$ cat src/rtl/mux_sel_pkg.sv
// Shared definitions for the round-robin select arbiter that drives mux4_1.i_sel.
// Contents:
//   N_SRC / SEL_W - number of mux sources and width of the select
//   arb_state_e   - arbiter FSM states
//   pick_t        - {found, idx} result of a rotate-priority scan
//   rr_pick       - rotate-priority scan starting at a pointer
//   sel_onehot    - one-hot grant vector for a (valid, sel) pair
package mux_sel_pkg;

  localparam int N_SRC = 4;
  localparam int SEL_W = 2;

  typedef enum logic [0:0] {
    ST_IDLE  = 1'b0,
    ST_GRANT = 1'b1
  } arb_state_e;

  typedef struct packed {
    logic             found;
    logic [SEL_W-1:0] idx;
  } pick_t;

  // Scan ptr, ptr+1, ptr+2, ptr+3 (mod 4) and return the first requester.
  // The loop runs from the farthest offset down so the nearest hit is written last.
  function automatic pick_t rr_pick(input logic [SEL_W-1:0] ptr,
                                    input logic [N_SRC-1:0] req);
    pick_t            res;
    logic [SEL_W-1:0] k;
    res.found = 1'b0;
    res.idx   = {SEL_W{1'b0}};
    for (int i = N_SRC - 1; i >= 0; i--) begin
      k = ptr + i[SEL_W-1:0];
      if (req[k]) begin
        res.found = 1'b1;
        res.idx   = k;
      end else begin
        res = res;
      end
    end
    return res;
  endfunction

  // One-hot grant for a selected index, or all-zero when not valid.
  function automatic logic [N_SRC-1:0] sel_onehot(input logic             valid,
                                                  input logic [SEL_W-1:0] sel);
    logic [N_SRC-1:0] oh;
    if (valid) begin
      oh = {{(N_SRC-1){1'b0}}, 1'b1} << sel;
    end else begin
      oh = {N_SRC{1'b0}};
    end
    return oh;
  endfunction

endpackage

$ cat src/rtl/rr_pick4.sv
// Combinational rotate-priority encoder for four requesters.
// Ports:
//   ptr_i   [1:0] - index with highest priority
//   req_i   [3:0] - request vector
//   found_o       - at least one request present
//   idx_o   [1:0] - first requesting index scanning upward from ptr_i (mod 4)
module rr_pick4
  import mux_sel_pkg::*;
(
  input  logic [SEL_W-1:0] ptr_i,
  input  logic [N_SRC-1:0] req_i,
  output logic             found_o,
  output logic [SEL_W-1:0] idx_o
);

  pick_t pick_s;

  // Rotate-priority scan.
  always_comb begin
    pick_s  = rr_pick(ptr_i, req_i);
    found_o = pick_s.found;
    idx_o   = pick_s.idx;
  end

endmodule

$ cat src/rtl/rr_sel_arbiter4.sv
// Four-requester round-robin arbiter producing the select for mux4_1.
// A rotating pointer provides fairness; an optional burst limit bounds how
// long one source can keep the grant.
// Parameters:
//   MAX_BURST - max consecutive grant cycles per tenure, 0 = unlimited
//   CNT_W     - burst counter width, 2**CNT_W must exceed MAX_BURST
// Ports:
//   i_clk         - clock, rising edge
//   i_rst_n       - synchronous active-low reset
//   i_req   [3:0] - request per mux source
//   i_last        - last cycle of the granted transfer (ignored when idle)
//   o_sel   [1:0] - granted index, drives mux4_1.i_sel
//   o_grant [3:0] - one-hot grant, zero when idle
//   o_valid       - grant active
module rr_sel_arbiter4
  import mux_sel_pkg::*;
#(
  parameter int unsigned MAX_BURST = 8,
  parameter int unsigned CNT_W     = 4
) (
  input  logic             i_clk,
  input  logic             i_rst_n,
  input  logic [N_SRC-1:0] i_req,
  input  logic             i_last,
  output logic [SEL_W-1:0] o_sel,
  output logic [N_SRC-1:0] o_grant,
  output logic             o_valid
);

  arb_state_e       state_q, state_d;
  logic [SEL_W-1:0] sel_q, sel_d;
  logic [N_SRC-1:0] grant_q, grant_d;
  logic             valid_q, valid_d;
  logic [SEL_W-1:0] ptr_q, ptr_d;
  logic [CNT_W-1:0] cnt_q, cnt_d;

  logic [N_SRC-1:0] masked_req_s;
  logic             burst_hit_s;
  logic             release_s;
  logic [SEL_W-1:0] pick_ptr_s;
  logic [N_SRC-1:0] pick_req_s;
  logic             pick_found_s;
  logic [SEL_W-1:0] pick_idx_s;

  // Release detection and arbitration inputs for the current grant holder.
  // While granting, the scan starts just past the holder with the holder
  // masked out, so a handover always moves to another requester if one exists.
  always_comb begin
    masked_req_s = i_req & ~({{(N_SRC-1){1'b0}}, 1'b1} << sel_q);
    burst_hit_s  = (MAX_BURST != 32'd0) && (cnt_q == CNT_W'(MAX_BURST));
    release_s    = i_last || !i_req[sel_q] || burst_hit_s;
    if (state_q == ST_GRANT) begin
      pick_ptr_s = sel_q + 2'd1;
      pick_req_s = masked_req_s;
    end else begin
      pick_ptr_s = ptr_q;
      pick_req_s = i_req;
    end
  end

  rr_pick4 u_pick (
    .ptr_i   (pick_ptr_s),
    .req_i   (pick_req_s),
    .found_o (pick_found_s),
    .idx_o   (pick_idx_s)
  );

  // Next-state, pointer and burst counter.
  always_comb begin
    state_d = state_q;
    sel_d   = sel_q;
    valid_d = valid_q;
    ptr_d   = ptr_q;
    cnt_d   = cnt_q;
    case (state_q)
      ST_IDLE: begin
        if (pick_found_s) begin
          state_d = ST_GRANT;
          sel_d   = pick_idx_s;
          valid_d = 1'b1;
          cnt_d   = CNT_W'(1);
        end else begin
          valid_d = 1'b0;
        end
      end
      ST_GRANT: begin
        if (!release_s) begin
          valid_d = 1'b1;
          if (cnt_q != {CNT_W{1'b1}}) begin
            cnt_d = cnt_q + CNT_W'(1);
          end else begin
            cnt_d = cnt_q;
          end
        end else begin
          ptr_d = sel_q + 2'd1;
          if (pick_found_s) begin
            sel_d   = pick_idx_s;
            valid_d = 1'b1;
            cnt_d   = CNT_W'(1);
          end else if (i_req[sel_q]) begin
            // Holder still requesting: release came from i_last or the
            // burst limit and nobody else wants the mux, so re-grant it.
            valid_d = 1'b1;
            cnt_d   = CNT_W'(1);
          end else begin
            state_d = ST_IDLE;
            valid_d = 1'b0;
          end
        end
      end
      default: begin
        state_d = ST_IDLE;
        valid_d = 1'b0;
      end
    endcase
    grant_d = sel_onehot(valid_d, sel_d);
  end

  // State and output registers with synchronous active-low reset.
  always_ff @(posedge i_clk) begin
    if (!i_rst_n) begin
      state_q <= ST_IDLE;
      sel_q   <= 2'b00;
      grant_q <= 4'b0000;
      valid_q <= 1'b0;
      ptr_q   <= 2'b00;
      cnt_q   <= {CNT_W{1'b0}};
    end else begin
      state_q <= state_d;
      sel_q   <= sel_d;
      grant_q <= grant_d;
      valid_q <= valid_d;
      ptr_q   <= ptr_d;
      cnt_q   <= cnt_d;
    end
  end

  assign o_sel   = sel_q;
  assign o_grant = grant_q;
  assign o_valid = valid_q;

endmodule
$ cat config.mk
export PLATFORM = sky130hd
export DESIGN_NAME = rr_sel_arbiter4
export DESIGN_NICKNAME = d
export VERILOG_FILES = /design/src/rtl/mux_sel_pkg.sv /design/src/rtl/rr_pick4.sv /design/src/rtl/rr_sel_arbiter4.sv
export SDC_FILE = /design/constraint.sdc
export NUM_CORES = 1
export LEC_CHECK = 0
export CAP_MARGIN = 10
export CORE_ASPECT_RATIO = 2
export CORE_MARGIN = 2
export CORE_UTILIZATION = 30
export DETAILED_ROUTE_END_ITERATION = 8
export PLACE_DENSITY_LB_ADDON = 0.3
export SLEW_MARGIN = 20
export SYNTH_ARGS = -nofsm -noshare
export SYNTH_HDL_FRONTEND = slang
export SYNTH_SLANG_ARGS = --single-unit
$ cat constraint.sdc
create_clock -name i_clk -period 4.29 [get_ports i_clk]
set_input_delay 0.6435 -clock i_clk [delete_from_list [all_inputs] [get_ports i_clk]]
set_output_delay 0.6435 -clock i_clk [all_outputs]
set_load 0.05 [all_outputs]
# After elaboration in Yosys (flattened, before gate mapping)

Cells that the tools add are included.

Register bits: 13
Output and inout port bits: 7
Input port bits: 7
Word-level logic and storage cells: 61

Equality and inequality tests: 5
Reductions and logical operators: 6
$add $sub $neg: 5
Magnitude comparators: 5
Bitwise operators: 3
Mux-type cells: 30
Shifts and indexed selects: 2

Operator list:

| cell                  | number |
|---|---|
| $mux W4               | 6 |
| $lt A2 B3 Y1 const B  | 5 |
| $mux W3               | 4 |
| $bmux W1 S2           | 5 |
| $mux W1               | 9 |
| $pmux W4 S2           | 1 |
| $shl A1 B2 Y4 const A | 2 |
| $mux W2               | 3 |
| $add A2 B1 Y2 const B | 2 |
| $add A2 B2 Y2 const B | 2 |
| $add A4 B1 Y4 const B | 1 |
| $and A4 B4 Y4         | 1 |
| $eq A4 B4 Y1 const B  | 1 |
| $ne A4 B2 Y1 const B  | 1 |
| $ne A4 B4 Y1 const B  | 1 |
| $not A4 Y4            | 1 |
| $pmux W2 S2           | 1 |
| $reduce_and A2 Y1     | 2 |
| $ne A3 B1 Y1 const B  | 1 |
| $reduce_and A3 Y1     | 1 |
| $logic_or A1 B1 Y1    | 2 |
| $ne A2 B1 Y1 const B  | 1 |
| $pmux W1 S2           | 1 |
| $logic_not A1 Y1      | 1 |
| $not A1 Y1            | 1 |

# Longest topological paths before layout

Gate-level depths: netlist of run 1.

Word-level depth: 14
Mapped depth: 9
Gate-level depth less buffers: 8

# By module

A second synthesis of run 1 with hierarchy kept.

Cell total of the unflattened synthesis: 107
Area total of the unflattened synthesis: 882.1 sq um

Modules (own cells, without submodules):

| module          | cells each | area each (sq um) | seq. area each (sq um) | times used |
|---|---|---|---|---|
| rr_sel_arbiter4 | 92         | 800.8             | 260.2                  | 1 |
| rr_pick4        | 15         | 81.3              | 0.0                    | 1 |

# Worst setup path after synthesis of run 1

Ideal clock, no wire load.

Kind: register to register
Start: register sel_q[0] (netlist: o_sel[0])
End: register grant_q[0] (netlist: o_grant[0])
Data required time: 4.224 ns
Clock period less this slack: 2.602 ns
Setup slack: 1.688 ns
Setup time: 0.066 ns
Stages on the path, launching flop included: 10
Path buffers: 1
Data arrival time: 2.535 ns
Cells stage by stage: dfxtp_1 > buf_6 > inv_1 > ha_1 > mux2_2 > nor3b_1 > a31oi_1 > o221ai_1 > or3b_1 > a21oi_2

Word-level cells in the longest chain between the ends: 14
Elaborated cells on any way between the ends: 36
Those cells by class: add/sub: 4; shift: 2; mux: 24; bitwise: 2; reduce/logical: 4

RTL lines:

| element                                                | RTL line               | text |
|---|---|---|
| start, declared                                        | rr_sel_arbiter4.sv:31  | `logic [SEL_W-1:0] sel_q, sel_d;` |
| start signal, assigned                                 | rr_sel_arbiter4.sv:130 | `sel_q <= sel_d;` |
| branches (longest 14 deep; another with $add A2 B1 Y2) | -                      |  |
| end signal, assigned                                   | rr_sel_arbiter4.sv:131 | `grant_q <= grant_d;` |
| end, declared                                          | rr_sel_arbiter4.sv:32  | `logic [N_SRC-1:0] grant_q, grant_d;` |

Several ways; the timed one is not identified. The select of a mux whose other input is x is not followed.
A chain may end at the register's enable or synchronous reset.

# Worst setup path in the final report of run 1

Start: register sel_q[0] (netlist: o_sel[0])
End: register grant_q[3] (netlist: o_grant[3])

Same word-level chain as after synthesis.

==> results of run 1 <==
-- worst paths after layout --
check / from / to / slack [ps] / cells after the start
max reg2reg: o_sel[0]$_SDFF_PN0_ / o_grant[3]$_SDFF_PN0_ / 1710 / 7
min reg2reg: ptr_q[0]$_SDFFE_PN0P_ / ptr_q[0]$_SDFFE_PN0P_ / 490 / 1
max: o_sel[0]$_SDFF_PN0_ / o_grant[3]$_SDFF_PN0_ / 1710 / 7
min: ptr_q[0]$_SDFFE_PN0P_ / ptr_q[0]$_SDFFE_PN0P_ / 490 / 1
-- worst register-to-register path: cells and delay by family, from the launching register on --
kind / cells / cell delay, ps
and+or+nand+nor: 1 / 160
DFF: 1 / 550
buffers and inverters: 1 / 200
AOI/OAI and AO/OA: 2 / 640
adders and majority gates: 1 / 340
muxes: 2 / 610
-- per-stage QoR --
stage           util  hold WS [ps]  setup slack [ps]
2_1_floorplan      -           467              1690
3_3_place_gp   0.368           477              1620
3_5_place_dp   0.368           483              1570
4_1_cts        0.384           497              1710
5_1_grt        0.384           513              1470
6_report       0.384           494              1710
-- state kept, by name (all words and copies together) (netlist names) --
register  count
ptr_q         2
o_grant       4
o_sel         2
cnt_q         4
o_valid       1
-- cell usage after synthesis, drive strengths merged, types with 2 or more instances --
master,count
dfxtp,13
nand2,12
inv,9
ha,6
nor2,6
a21boi,5
a21oi,5
nand3,5
o21ai,4
o221ai,3
a31oi,2
and2,2
buf,2
mux2,2
nand2b,2
nand3b,2
nor2b,2
nor3b,2
o32ai,2
or3,2
-- layout make-up --
class / count / share of cell area
repair buffers: 13 / 0.122
well taps: 29 / 0.0341
flip-flops and latches: 13 / 0.244
clock buffers: 4 / 0.0423
multi-input cells: 77 / 0.525
inverters: 9 / 0.0317
-- cell families after synthesis --
group | Yosys count | share of synthesized area
compound gates | 26 | 0.242
xor+xnor | 1 | 0.0101
fa+ha+maj | 6 | 0.0863
buf+inv | 11 | 0.0575
flops | 13 | 0.299
mux | 4 | 0.0633
simple gates | 40 | 0.242
-- report_power, final --
part | leakage, nW | total [mW] | internal (mW) | switching, mW
Combinational | 0.277 | 0.187 | 0.0753 | 0.111
Clock | 0.0228 | 0.111 | 0.0656 | 0.0453
Sequential | 0.107 | 0.155 | 0.137 | 0.0183
Total | 0.406 | 0.453 | 0.278 | 0.175
-- metal layers --
| metal | vias up | routed length [um] | track usage | part of all wire |
|---|---|---|---|---|
| met4 | 0 | 104 | 0.106 | 0.051 |
| met3 | 8 | 77 | 0.0225 | 0.038 |
| met5 | - | 0 | 0 | 0 |
| li1 | 393 | - | - | - |
| met2 | 22 | 1120 | 0.261 | 0.55 |
| met1 | 359 | 747 | 0.138 | 0.36 |
==> results.md, run 1 <==
* Root Driver: clkbuf_8
* Initial antenna violation count at 0
* I/O Buffers at 13
* Dpl cells at 141
* Die area at 0.00337 sq mm
* Crit-path cells: inv_1 > ha_1 > mux2_2 > mux2_2 > a211oi_1 > nand3b_1 > a21oi_1
* Io pins at 14
* Clock skew at 9.32 ps
* DRT antenna net count at 0
* Post-placement cell area at 0.00102 sq mm
* Yosys warns at 0
* Die width at 42.1 um
* # rows at 27
* Syn nets at 114
* GR Overflow Total at 0
* CP max stage delay at 550 ps
* Fmax at 388 MHz
* Critical path arrival at 2750 ps
* RSZ-0062 raised after global routing: false
* Num Clock Sinks at 13
* CTS tree: yes
* Most frequent cells in the layout: dfxtp_1 (13), clkdlybuf4s50_1 (13), nand2_1 (12)
* Final Max Tran Viols at 0
* Status: completed
* Max FO, Critical Path at 10
* Final wirelength at 2050 um
* Top_reg_cell synth: dfxtp_1
* Cell taking the most area after synthesis: dfxtp_1
* Power density over the cells at 425 mW/mm^2
* Slew @ Worst Pin at 531 ps
* Buf+Inv Stages, Crit Path at 1
* Final Non-Filler Cells at 145
* Path type of the worst setup path: flip-flop to flip-flop
* Worst Setup End Kind: flip-flop
* Maximum vdd drop at 0.201 mV
* Register Area at 260 sq um
* Layout cell share with drive strength beyond 1 at 0.0948
* Vias in the first global route at 819
* Via count at 782
* TritonRoute pass-1 iters at 4
* Clock tree buffer depth at 2
* Worst path slowest cell: dfxtp_1
* Cts hold-fix bufs at 0
* First-pass GRT wire length at 3620 um
* Antenna diodes at 0
* Clk pin slew, worst setup/hold paths at 60 ps
* Final Power at 453 uW
* # Max-Cap Violations at 0
* Period Utilization, post-route at 0.600
* Post-synth ARST share at 0
* Post-synthesis sequential area ratio at 0.299
* Layout area overhead at 22.4%
* CTS HTree Levels at 1
* Startpoint types: flip-flop
* Post-CTS Setup Bufs at 0
* Critical path's most frequent cell: mux2_2
* Net count reported at finish at 130
* All-Layer GR Usage at 0.142
* Die Y at 80.1 um
* DR vias/cell at 5.39
* Final setup vio count at 0
* Final Hold Vio Count at 0
* Largest net degree at the start of global routing at 15
* Synth top area share at 0.299
* HP Class: flip-flop to flip-flop
* Post-CTS Resized at 0
* Worst slew margin at 0.644
* Leak at 0.406 nW
* Final min period at 2580 ps
* #FFs+latches synth at 13
* Initial DRC Count at 20
* Routability cong. at 0.880
* Clk_lat worst skew at 250 ps
* Residual DRC at 0
* Total CTS buffers at 3
* Synth unique cells at 38
* Post-route cell area at 0.00106 sq mm
* Area of the multi-input gates at 559 sq um
* Delay-heaviest family, CP: compound AO/OA/AOI/OAI gates
* Setup TNS at 0 ps
* Detailed Place HPWL at 1570 um
* Mapped Avg Cell Area at 8.61 sq um
* Synthesized area at 870 sq um
* Fillers at 303
* Dominant cells by area after synthesis: dfxtp_1 (30%), ha_1 (8.6%), nand2_1 (5.2%), inv_1 (3.9%), a21boi_0 (3.5%)
* Core footprint at 0.00277 sq mm
* Number of flops mapped to enable cells by yosys at 0
* Average wire per standard cell at 14.1 um
* Gate Count Post-Synth at 101
* Starting Density at 0.314
* Crit path required time at 4460 ps
Note: power is estimated with default switching activity, not from simulation.
==> inputs of run 2 (changes only) <==
- clock period: 4.29 -> 2.6 ns (I/O delays scaled with it)
==> run 2 against run 1 <==
Effect of this change: utilization grew 1.9 points; via count up 2.3%; design area up 5.1%; highest routed layer unchanged; clock-buffer cell count stayed put; critical path depth rose by 1.
==> results.md, run 2 (synthesized netlist as in run 1, its figures left out) <==
* HP Class: flip-flop to flip-flop
* # rows at 27
* Final setup vio count at 0
* Placement Setup Slack at 170 ps
* Worst slew margin at 0.667
* Fillers at 284
* Num Clock Sinks at 13
* Path type of the worst setup path: flip-flop to flip-flop
* Clk pin slew, worst setup/hold paths at 60 ps
* Die width at 42.1 um
* Commonest non-fill, non-tap cell in the layout: clkdlybuf4s50_1
* First-pass GRT wire length at 3520 um
* Cts hold-fix bufs at 0
* # Max-Cap Violations at 0
* Average wire per standard cell at 13.9 um
* Post-CTS Setup Bufs at 0
* Crit path required time at 2780 ps
* Final Non-Filler Cells at 152
* Post-route cell area at 0.00112 sq mm
* Final Max Tran Viols at 0
* CTS tree: yes
* Initial DRC Count at 27
* CTS HTree Levels at 1
* Root Driver: clkbuf_8
* Worst setup slack after layout at 264 ps
* Net count reported at finish at 137
* Slew @ Worst Pin at 498 ps
* Flop pwr share at 0.306
* Initial antenna violation count at 0
* Flop-to-flop setup slack at 260 ps
* GR Overflow Total at 0
* Period Utilization, post-route at 0.899
* Final wirelength at 2110 um
* Die area at 0.00337 sq mm
* Psw at 296 uW
* Antenna diodes at 0
* Final Hold Vio Count at 0
* Layout cell share with drive strength beyond 1 at 0.154
* Via count at 800
* R2R Path Start: o_sel[0]$_SDFF_PN0_
* Io pins at 14
* Worst Setup End Kind: flip-flop
* Total CTS buffers at 3
* Internal power at 484 uW
* DR vias/cell at 5.26
* Routability cong. at 0.842
* Reg-to-Reg End: o_grant[0]$_SDFF_PP0_
* Hold path start: ptr_q[0]$_SDFFE_PN0P_
* Final Power at 781 uW
* Combinational Power Share at 0.461
* Detailed Place HPWL at 1710 um
* All-Layer GR Usage at 0.137
* Residual DRC at 0
* I/O Buffers at 13
* Critical Path Source: o_sel[0]$_SDFF_PN0_
* DRT antenna net count at 0
* Status: completed
* Clk_lat worst skew at 240 ps
* Clock tree buffer depth at 2
* Crit-path cells: inv_1 > ha_1 > mux2_2 > nor3b_1 > a31oi_1 > o221ai_1 > or3b_1 > a21oi_2
* Worst path slowest cell: or3b_1
* Post-placement cell area at 0.00107 sq mm
* Clk pwr share at 0.233
* Die Y at 80.1 um
* Dpl cells at 148
* Setup TNS at 0 ps
* Post-CTS Resized at 0
* Final min period at 2340 ps
* Core footprint at 0.00277 sq mm
* Max FO, Critical Path at 6
* Worst reg-to-reg path cell count at 8
* Startpoint types: flip-flop
* Clock skew at 3.57 ps
* Area of the multi-input gates at 559 sq um
* Switching share of power at 0.379
* TritonRoute pass-1 iters at 4
* Leak at 0.441 nW
* Minimum hold slack at 504 ps
* Largest net degree at the start of global routing at 13
* Power density over the cells at 698 mW/mm^2
* Most frequent cells in the layout: clkdlybuf4s50_1 (13), nand2_1 (12), dfxtp_1 (12)
* RSZ-0062 raised after global routing: false
* Layout area overhead at 28.6%
* Critical Path Sink: o_grant[0]$_SDFF_PP0_
* Maximum vdd drop at 0.287 mV
* Register Area at 262 sq um
* CP max stage delay at 430 ps
* Critical path arrival at 2510 ps
* Core Util, Final at 0.404
* Starting Density at 0.314
* Vias in the first global route at 792
* Fmax at 428 MHz
==> run 2: cell count changes in the layout (fill, tap and decap cells not counted), sizes merged <==
cell | before | now
buf | 0 | 7
==> run 2: power by group through the flow <==
stage | registers [mW] | logic, mW | clock network [mW]
5_1_grt | 0.241 | 0.389 | 0.200
3_3_place_gp | 0.242 | 0.356 | 0
3_5_place_dp | 0.243 | 0.361 | 0
4_1_cts | 0.239 | 0.363 | 0.186
6_report | 0.239 | 0.360 | 0.182
2_1_floorplan | 0.316 | 0.171 | 0
==> run 2: how the worst min path moves through the flow <==
stage	to	slack, ps	cells after the start
floorplan	ptr_q[0]$_SDFFE_PN0P_	470	1
global placement	ptr_q[0]$_SDFFE_PN0P_	480	1
detailed placement	ptr_q[0]$_SDFFE_PN0P_	490	1
CTS	ptr_q[0]$_SDFFE_PN0P_	510	1
global route	ptr_q[0]$_SDFFE_PN0P_	530	1
finish	ptr_q[0]$_SDFFE_PN0P_	500	1
==> run 2: final cells by class <==
class                           count  share of cell area
Inverter                            9              0.0302
Clock buffer                        4              0.0403
Sequential cell                    13               0.234
Tap cell                           29              0.0324
Multi-Input combinational cell     77               0.500
Timing Repair Buffer               20               0.163
==> run 2: worst max-delay path, delay by kind of cell (launching register included) <==
| kind | cells | cell delay (ps) |
|---|---|---|
| AOI/OAI and AO/OA | 3 | 570 |
| adders and majority gates | 1 | 340 |
| muxes | 1 | 330 |
| and+or+nand+nor | 2 | 650 |
| DFF | 1 | 320 |
| buffers and inverters | 1 | 80 |
==> run 2: routing by layer <==
layer / track usage / vias to the layer above / part of all wire
li1: - / 406 / -
met1: 0.118 / 366 / 0.35
met2: 0.284 / 21 / 0.58
met3: 0.0315 / 7 / 0.039
met4: 0.0531 / 0 / 0.029
met5: 0 / - / 0
